$ cat src/rtl/keypad_scan.sv
// Multi-pad keypad scanner: per-key debounce, CPU-written key select, and
// active-low EF flags per pad, with optional latched-press (sticky) behaviour.
module keypad_scan #(
  parameter int unsigned NUM_PADS   = 2,
  parameter int unsigned KEYS       = 10,
  parameter int unsigned PRESCALE   = 1000,
  parameter int unsigned DB_SAMPLES = 4,
  parameter int unsigned SEL_PORT   = 2,
  parameter int unsigned STICKY     = 0
) (
  input  logic                     clk_sys,
  input  logic                     resetq,
  input  logic [NUM_PADS*KEYS-1:0] key_raw,
  input  logic                     io_out,
  input  logic [2:0]               io_n,
  input  logic [7:0]               io_dout,
  output logic [NUM_PADS-1:0]      ef_n,
  output logic                     any_n,
  output logic [3:0]               key_sel
);

  localparam int unsigned NumKeys = NUM_PADS * KEYS;
  localparam int unsigned PsW     = (PRESCALE > 2) ? $clog2(PRESCALE) : 1;

  // Asynchronous assertion, synchronous release of the internal reset.
  logic [1:0] rst_sync_q;
  logic       rst_int_n;

  always_ff @(posedge clk_sys or negedge resetq) begin
    if (!resetq) rst_sync_q <= 2'b00;
    else         rst_sync_q <= {rst_sync_q[0], 1'b1};
  end
  assign rst_int_n = rst_sync_q[1];

  logic [PsW-1:0]                        presc_q, presc_d;
  logic                                  tick;
  logic [NumKeys-1:0]                    sync1_q, sync2_q;
  logic [NumKeys-1:0][DB_SAMPLES-1:0]    samp_q, samp_d;
  logic [NumKeys-1:0]                    deb_q, deb_d;
  logic [NumKeys-1:0]                    sticky_q, sticky_d;
  logic [NumKeys-1:0]                    held;
  logic [3:0]                            key_sel_q, key_sel_d;
  logic [NUM_PADS-1:0]                   ef_n_q, ef_n_d;
  logic                                  any_n_q, any_n_d;
  logic                                  sel_wr;
  logic                                  hit;
  logic [3:0]                            unused_dout;

  assign unused_dout = io_dout[7:4];

  always_comb begin
    tick    = (presc_q == PsW'(PRESCALE - 1));
    presc_d = tick ? '0 : presc_q + PsW'(1);
    sel_wr  = io_out && (io_n == 3'(SEL_PORT));
    key_sel_d = sel_wr ? io_dout[3:0] : key_sel_q;

    samp_d   = samp_q;
    deb_d    = deb_q;
    sticky_d = '0;
    for (int unsigned k = 0; k < NumKeys; k++) begin
      if (tick) samp_d[k] = {samp_q[k][DB_SAMPLES-2:0], sync2_q[k]};
      if (&samp_q[k])       deb_d[k] = 1'b1;
      else if (~|samp_q[k]) deb_d[k] = 1'b0;
      if (STICKY != 0) begin
        sticky_d[k] = sticky_q[k];
        if (sel_wr && ({28'd0, key_sel_q} == (k % KEYS))) sticky_d[k] = 1'b0;
        // Set wins over a same-cycle clear.
        if (deb_d[k] && !deb_q[k]) sticky_d[k] = 1'b1;
      end
    end

    held = deb_q | sticky_q;
    ef_n_d = '1;
    for (int unsigned p = 0; p < NUM_PADS; p++) begin
      hit = 1'b0;
      // Selects at or beyond KEYS match nothing, so the flag stays inactive.
      for (int unsigned k = 0; k < KEYS; k++) begin
        if (key_sel_q == 4'(k)) hit = held[p*KEYS + k];
      end
      ef_n_d[p] = ~hit;
    end
    any_n_d = ~|deb_q;
  end

  always_ff @(posedge clk_sys or negedge rst_int_n) begin
    if (!rst_int_n) begin
      presc_q   <= '0;
      sync1_q   <= '0;
      sync2_q   <= '0;
      samp_q    <= '0;
      deb_q     <= '0;
      sticky_q  <= '0;
      key_sel_q <= 4'd0;
      ef_n_q    <= '1;
      any_n_q   <= 1'b1;
    end else begin
      presc_q   <= presc_d;
      sync1_q   <= key_raw;
      sync2_q   <= sync1_q;
      samp_q    <= samp_d;
      deb_q     <= deb_d;
      sticky_q  <= sticky_d;
      key_sel_q <= key_sel_d;
      ef_n_q    <= ef_n_d;
      any_n_q   <= any_n_d;
    end
  end

  assign ef_n    = ef_n_q;
  assign any_n   = any_n_q;
  assign key_sel = key_sel_q;

endmodule

$ cat config.mk
export PLATFORM = sky130hd
export DESIGN_NAME = keypad_scan
export DESIGN_NICKNAME = d
export VERILOG_FILES = /design/src/rtl/keypad_scan.sv
export SDC_FILE = /design/constraint.sdc
export NUM_CORES = 1
export LEC_CHECK = 0
export BUFFER_PORTS_ARGS = -buffer_cell sky130_fd_sc_hd__buf_2
export CAP_MARGIN = 30
export CORE_UTILIZATION = 35
export DETAILED_ROUTE_END_ITERATION = 10
export GPL_ROUTABILITY_DRIVEN = 1
export HOLD_SLACK_MARGIN = 0.02
export MAX_ROUTING_LAYER = met4
export SLEW_MARGIN = 20
export SYNTH_ARGS = -nofsm -noshare
export SYNTH_HDL_FRONTEND = slang
export SYNTH_SLANG_ARGS = --single-unit
$ cat constraint.sdc
create_clock -name clk_sys -period 6.9 [get_ports clk_sys]
set_clock_uncertainty 0.05 [all_clocks]
set_input_delay 0.69 -clock clk_sys [delete_from_list [all_inputs] [get_ports clk_sys]]
set_output_delay 0.69 -clock clk_sys [all_outputs]
set_load 0.005 [all_outputs]
==> flow_metrics.env, run 1 <==
export IMPL_postSynthCellCount=410
export IMPL_async_flop_share_pct=100
export IMPL_combPwrFrac_pct=2.4
export IMPL_hpwl_microns=6100
export IMPL_die_area_sq_um=18000
export IMPL_cts_clk_slew_worst_paths_ns=0.06
export IMPL_pwr_share_seq_pct=47.8
export IMPL_ant_nets=0
export IMPL_drc=0
export IMPL_crit_type="flip-flop to flip-flop"
export IMPL_cts_buffers=17
export IMPL_tightest_slew_ns=0.893
export IMPL_core_sq_um=16800
export IMPL_placedCellCount=657
export IMPL_layout_common_cells="dfrtp_1 (155), mux2_2 (48), buf_2 (36)"
export IMPL_n_antenna_cell=0
export IMPL_switchingPower_w=0.000421
export IMPL_cts_sinks=159
export IMPL_io_buffers=36
export IMPL_cp_start_kind="flip-flop"
export IMPL_p_int_w=0.00163
export IMPL_outcome="complete, no violations"
export IMPL_cts_resized=0
export IMPL_cp_max_fo=49
export IMPL_ys_seq_area_share_pct=65.2
export IMPL_fp_dieW_microns=134
export IMPL_initialDrtViolationCount=190
export IMPL_period_share_pct=40.8
export IMPL_grt_pass1_wl_microns=16800
export IMPL_syn2layout_area_growth_pct=16.8
export IMPL_setup_viol=0
export IMPL_rsz0062_at_grt="false"
export IMPL_die_h_microns=134
export IMPL_yosys_warnings=0
export IMPL_dr_pass1_iters=4
export IMPL_cap_violations=0
export IMPL_final_common_cell="dfrtp_1"
export IMPL_nNetsFinal=493
export IMPL_arrival_ns=3.07
export IMPL_grtUsageTotal_pct=12.6
export IMPL_fill_cells=1511
export IMPL_start_util_pct=36.3
export IMPL_cts_buffer_depth=2
export IMPL_endpoint_kind="flip-flop"
export IMPL_worst_slew_margin_rel_pct=39.6
export IMPL_tritoncts="yes"
export IMPL_synth_distinct_cells=44
export IMPL_ir_drop_uv=162
export IMPL_ioPinCount=41
export IMPL_syn_nets=445
export IMPL_sw_frac_of_total_pct=20.5
export IMPL_grt_pass1_vias=3418
export IMPL_post_cts_buffers=0
export IMPL_p_leak_nw=3.38
export IMPL_tns_ns=0
export IMPL_synth_ff_type="dfrtp_1"
export IMPL_clock_latency_ns=0.42
export IMPL_layout_drive_gt1_share_pct=34.2
export IMPL_wl_per_cell_microns=14.1
export IMPL_via_per_inst=4.78
export IMPL_clockPowerShare_pct=49.8
export IMPL_p_per_area_nw_per_um2=288
export IMPL_synth_edf_count=0
export IMPL_htreeDepth=4
export IMPL_ys_ff_latch=159
export IMPL_grt_max_degree=71
export IMPL_antenna_found_initial=0
export IMPL_root_buffer="clkbuf_16"
export IMPL_final_cells=691
export IMPL_routed_wl_microns=9760
export IMPL_vias=3304
export IMPL_synth_avg_cell_area_sq_um=14.9
export IMPL_cts_hold_buffers=1
export IMPL_cp_required_ns=7.15
export IMPL_r2r_slack_ns=4.09
export IMPL_slew_viol_final=0
export IMPL_fmax_mhz=355
export IMPL_syn_area_sq_um=6110
export IMPL_post_route_min_period_ns=2.81
export IMPL_rows=47
export IMPL_overflow=0
export IMPL_hold_viol_final=0
export IMPL_gp_congestion=0.699
export IMPL_min_path_type="flip-flop to flip-flop"
==> cell usage after synthesis (5+ instances only) <==
master   number  area, sq um
mux2_4       34          510
nor2_1       30          113
a21oi_1      21          105
dfrtp_1     156         3900
nor4_1        6         37.5
a31oi_1      19          119
o21ai_0       5         25.0
mux2_2       48          541
nand2_1      11         41.3
or3_1        21          131
==> final timing paths <==
check,start,end,cells after the start
setup / recovery,presc_q[0],samp_q[75],7
hold / removal,sync1_q[18],sync2_q[18],0
setup reg to reg,presc_q[0],samp_q[75],7
hold reg to reg,sync1_q[18],sync2_q[18],0
max in group asynchronous,rst_sync_q[1],samp_q[0],2
min in group asynchronous,rst_sync_q[1],sync1_q[18],0
==> power groups by stage <==
stage,logic [W],clock network (W),registers (W)
after floorplan,0.0000253,0,0.000993
after global placement,0.0000500,0,0.000997
after detailed placement,0.0000508,0,0.000998
after CTS,0.0000515,0.00105,0.000981
after global routing,0.0000575,0.00109,0.000984
final,0.0000497,0.00102,0.000980
==> critical path, cell delays in order, from the launching register on <==
cell,delay (ns)
dfrtp_1,0.38
ha_1,0.24
nand2_1,0.10
nor3_2,0.15
nor2b_4,0.61
buf_4,0.46
buf_16,0.29
mux2_2,0.37
==> cell type report <==
class	count	area, sq um	area share, %
Multi-Input combinational cell	236	1970	27.6
Sequential cell	159	3990	55.9
Timing Repair Buffer	41	240	3.37
Tap cell	220	275	3.86
Clock inverter	13	209	2.93
Clock buffer	19	443	6.21
Inverter	3	11.3	0.158
==> per-stage QoR <==
stage / area, sq um / power (W) / hold WS (ns) / utilization, % / setup WS [ns]
floorplan: 6110 / 0.00102 / 0.281 / - / 2.10
finish: 7130 / 0.00205 / 0.298 / 42.4 / 4.09
global placement: 6440 / 0.00105 / 0.282 / 38.3 / 3.99
global route: 7130 / 0.00213 / 0.291 / 42.4 / 3.91
CTS: 7110 / 0.00208 / 0.296 / 42.3 / 3.90
detailed placement: 6440 / 0.00105 / 0.285 / 38.3 / 3.92
==> flip-flops by register name, indices dropped and copies added, names as in the netlist <==
signal / flops
presc_q: 10
sync2_q: 20
sync1_q: 20
ef_n: 2
key_sel: 4
samp_q: 80
deb_q: 20
rst_sync_q: 2
any_n: 1
==> layer usage <==
metal / GRT usage [%] / wire (microns)
met1: 16.0 / 4800
met3: 4.27 / 337
met4: 5.31 / 176
met5: - / 0
met2: 18.3 / 4450
==> kinds of logic after synthesis <==
family / after synthesis / synth area share, %
xor+xnor: 6 / 0.860
simple gates: 86 / 7.44
flops: 159 / 65.2
compound gates: 56 / 5.61
buf+inv: 15 / 2.56
fa+ha+maj: 1 / 0.205
mux: 86 / 18.1
other cells: 1 / 0.0614
(Power assumes the default switching activity.)
==> run 2: changes to the inputs <==
==> constraint.sdc (replaced) <==
create_clock -name clk_sys -period 2.8 [get_ports clk_sys]
set_clock_uncertainty 0.05 [all_clocks]
set_input_delay 0.28 -clock clk_sys [delete_from_list [all_inputs] [get_ports clk_sys]]
set_output_delay 0.28 -clock clk_sys [all_outputs]
set_load 0.005 [all_outputs]
==> flow_metrics.env, run 2 (same netlist as run 1, synthesis figures left out) <==
export IMPL_outcome="complete, no violations"
export IMPL_p_per_area_nw_per_um2=677
export IMPL_nNetsFinal=516
export IMPL_cp_max_fo=29
export IMPL_layout_drive_gt1_share_pct=32.4
export IMPL_setup_viol=0
export IMPL_antenna_found_initial=0
export IMPL_clock_latency_ns=0.41
export IMPL_cap_violations=0
export IMPL_cp_required_ns=3.04
export IMPL_crit_chain="ha_1, nand2_1, nor3_2, nor2b_4, buf_4, mux2_2"
export IMPL_io_buffers=36
export IMPL_n_antenna_cell=0
export IMPL_routed_wl_microns=9990
export IMPL_grt_pass1_vias=3610
export IMPL_wl_per_cell_microns=14.0
export IMPL_grtUsageTotal_pct=13.1
export IMPL_hpwl_microns=6230
export IMPL_grt_max_degree=95
export IMPL_cts_clk_slew_worst_paths_ns=0.06
export IMPL_period_share_pct=74.2
export IMPL_cts_sinks=159
export IMPL_initialDrtViolationCount=117
export IMPL_fp_dieW_microns=134
export IMPL_endpoint_kind="flip-flop"
export IMPL_die_area_sq_um=18000
export IMPL_die_h_microns=134
export IMPL_rows=47
export IMPL_max_stage_delay_ns=0.40
export IMPL_cts_resized=0
export IMPL_min_path_type="primary input to flip-flop"
export IMPL_crit_type="flip-flop to flip-flop"
export IMPL_ioPinCount=41
export IMPL_post_route_min_period_ns=2.08
export IMPL_drc=0
export IMPL_tns_ns=0
export IMPL_dr_pass1_iters=4
export IMPL_final_util_pct=43.7
export IMPL_hold_viol_final=0
export IMPL_layout_common_cells="dfrtp_1 (155), mux2_2 (48), buf_2 (36)"
export IMPL_htreeDepth=4
export IMPL_root_buffer="clkbuf_16"
export IMPL_worst_slew_margin_rel_pct=48.1
export IMPL_tritoncts="yes"
export IMPL_grt_pass1_wl_microns=17500
export IMPL_ir_drop_uv=411
export IMPL_rsz0062_at_grt="false"
export IMPL_slowest_stage="mux2_2"
export IMPL_syn2layout_area_growth_pct=20.2
export IMPL_start_util_pct=36.3
export IMPL_largest_reg_flops=80
export IMPL_arrival_ns=2.32
export IMPL_cp_start_kind="flip-flop"
export IMPL_tightest_slew_ns=0.778
export IMPL_slew_viol_final=0
export IMPL_top_register="samp_q"
export IMPL_ant_nets=0
export IMPL_overflow=0
export IMPL_via_per_inst=4.80
export IMPL_post_cts_buffers=0
export IMPL_vias=3426
export IMPL_gp_congestion=0.768
export IMPL_fmax_mhz=481
export IMPL_cts_buffer_depth=2
export IMPL_core_sq_um=16800
export IMPL_p_leak_nw=3.46
export IMPL_final_common_cell="dfrtp_1"
export IMPL_cts_buffers=17
==> run 2: cell count changes in the layout (fill, tap and decap cells not counted), sizes merged <==
cell / change
dlygate4sd3: +22
clkinv: -2
inv: -1
clkbuf: +6
clkinvlp: -1
bufinv: -2
buf: +1
==> run 2: cell type report <==
type                    count  area [sq um]
clock buffers              25           505
inverters                   3          11.3
well taps                 220           275
clock inverters             7           123
fillers                  1539          9480
multi-input cells         236          1970
repair buffers             64           473
flip-flops and latches    159          3990
==> run 2: final timing paths <==
check                              startpoint       endpoint  slack, ns  depth (start not counted)
worst max-delay path               presc_q[0]     samp_q[71]       0.72                          6
worst min-delay path               io_dout[0]     key_sel[0]       0.05                          2
worst max register to register     presc_q[0]     samp_q[71]       0.72                          6
worst min register to register    sync1_q[16]    sync2_q[16]       0.30                          0
max in group asynchronous       rst_sync_q[1]     sync1_q[8]       1.71                          1
min in group asynchronous              resetq  rst_sync_q[1]       0.13                          2
==> run 2: routing by layer <==
metal  vias to the layer above  GRT usage (%)  wire [microns]
met5                         -              -               0
met3                         8           4.23             364
li1                       1615              -               -
met4                         0           5.18             155
met2                        57           19.7            4700
met1                      1746           16.3            4770
==> run 2: power breakdown <==
part	switching, W	internal [W]	total [W]
clock network	0.000881	0.00153	0.00241
logic	0.0000833	0.0000804	0.000164
registers	0.0000494	0.00235	0.00240
==> run 2: worst max-delay path: cells and delay by family, from the launching register on <==
kind          cells  cell delay (ns)
mux               1             0.40
buf+inv           1             0.37
flops             1             0.37
fa+ha+maj         1             0.25
simple gates      3             0.49
==> run 2: what timing repair did <==
action	CTS	global route
hold endpoints to repair	24	0
hold buffers	23	0
setup endpoints to repair	0	0
==> run 2: metrics by stage <==
| step | hold slack (ns) | power, W | instances | area [sq um] | setup WS [ns] |
|---|---|---|---|---|---|
| floorplan | -0.0656 | 0.00251 | 410 | 6110 | 0.120 |
| global placement | 0.0155 | 0.00258 | 659 | 6480 | 0.860 |
| detailed placement | 0.0181 | 0.00259 | 659 | 6480 | 0.737 |
| CTS | 0.0334 | 0.00504 | 714 | 7340 | 0.717 |
| global route | 0.0321 | 0.00519 | 714 | 7340 | 0.553 |
| finish | 0.0530 | 0.00497 | 714 | 7340 | 0.722 |
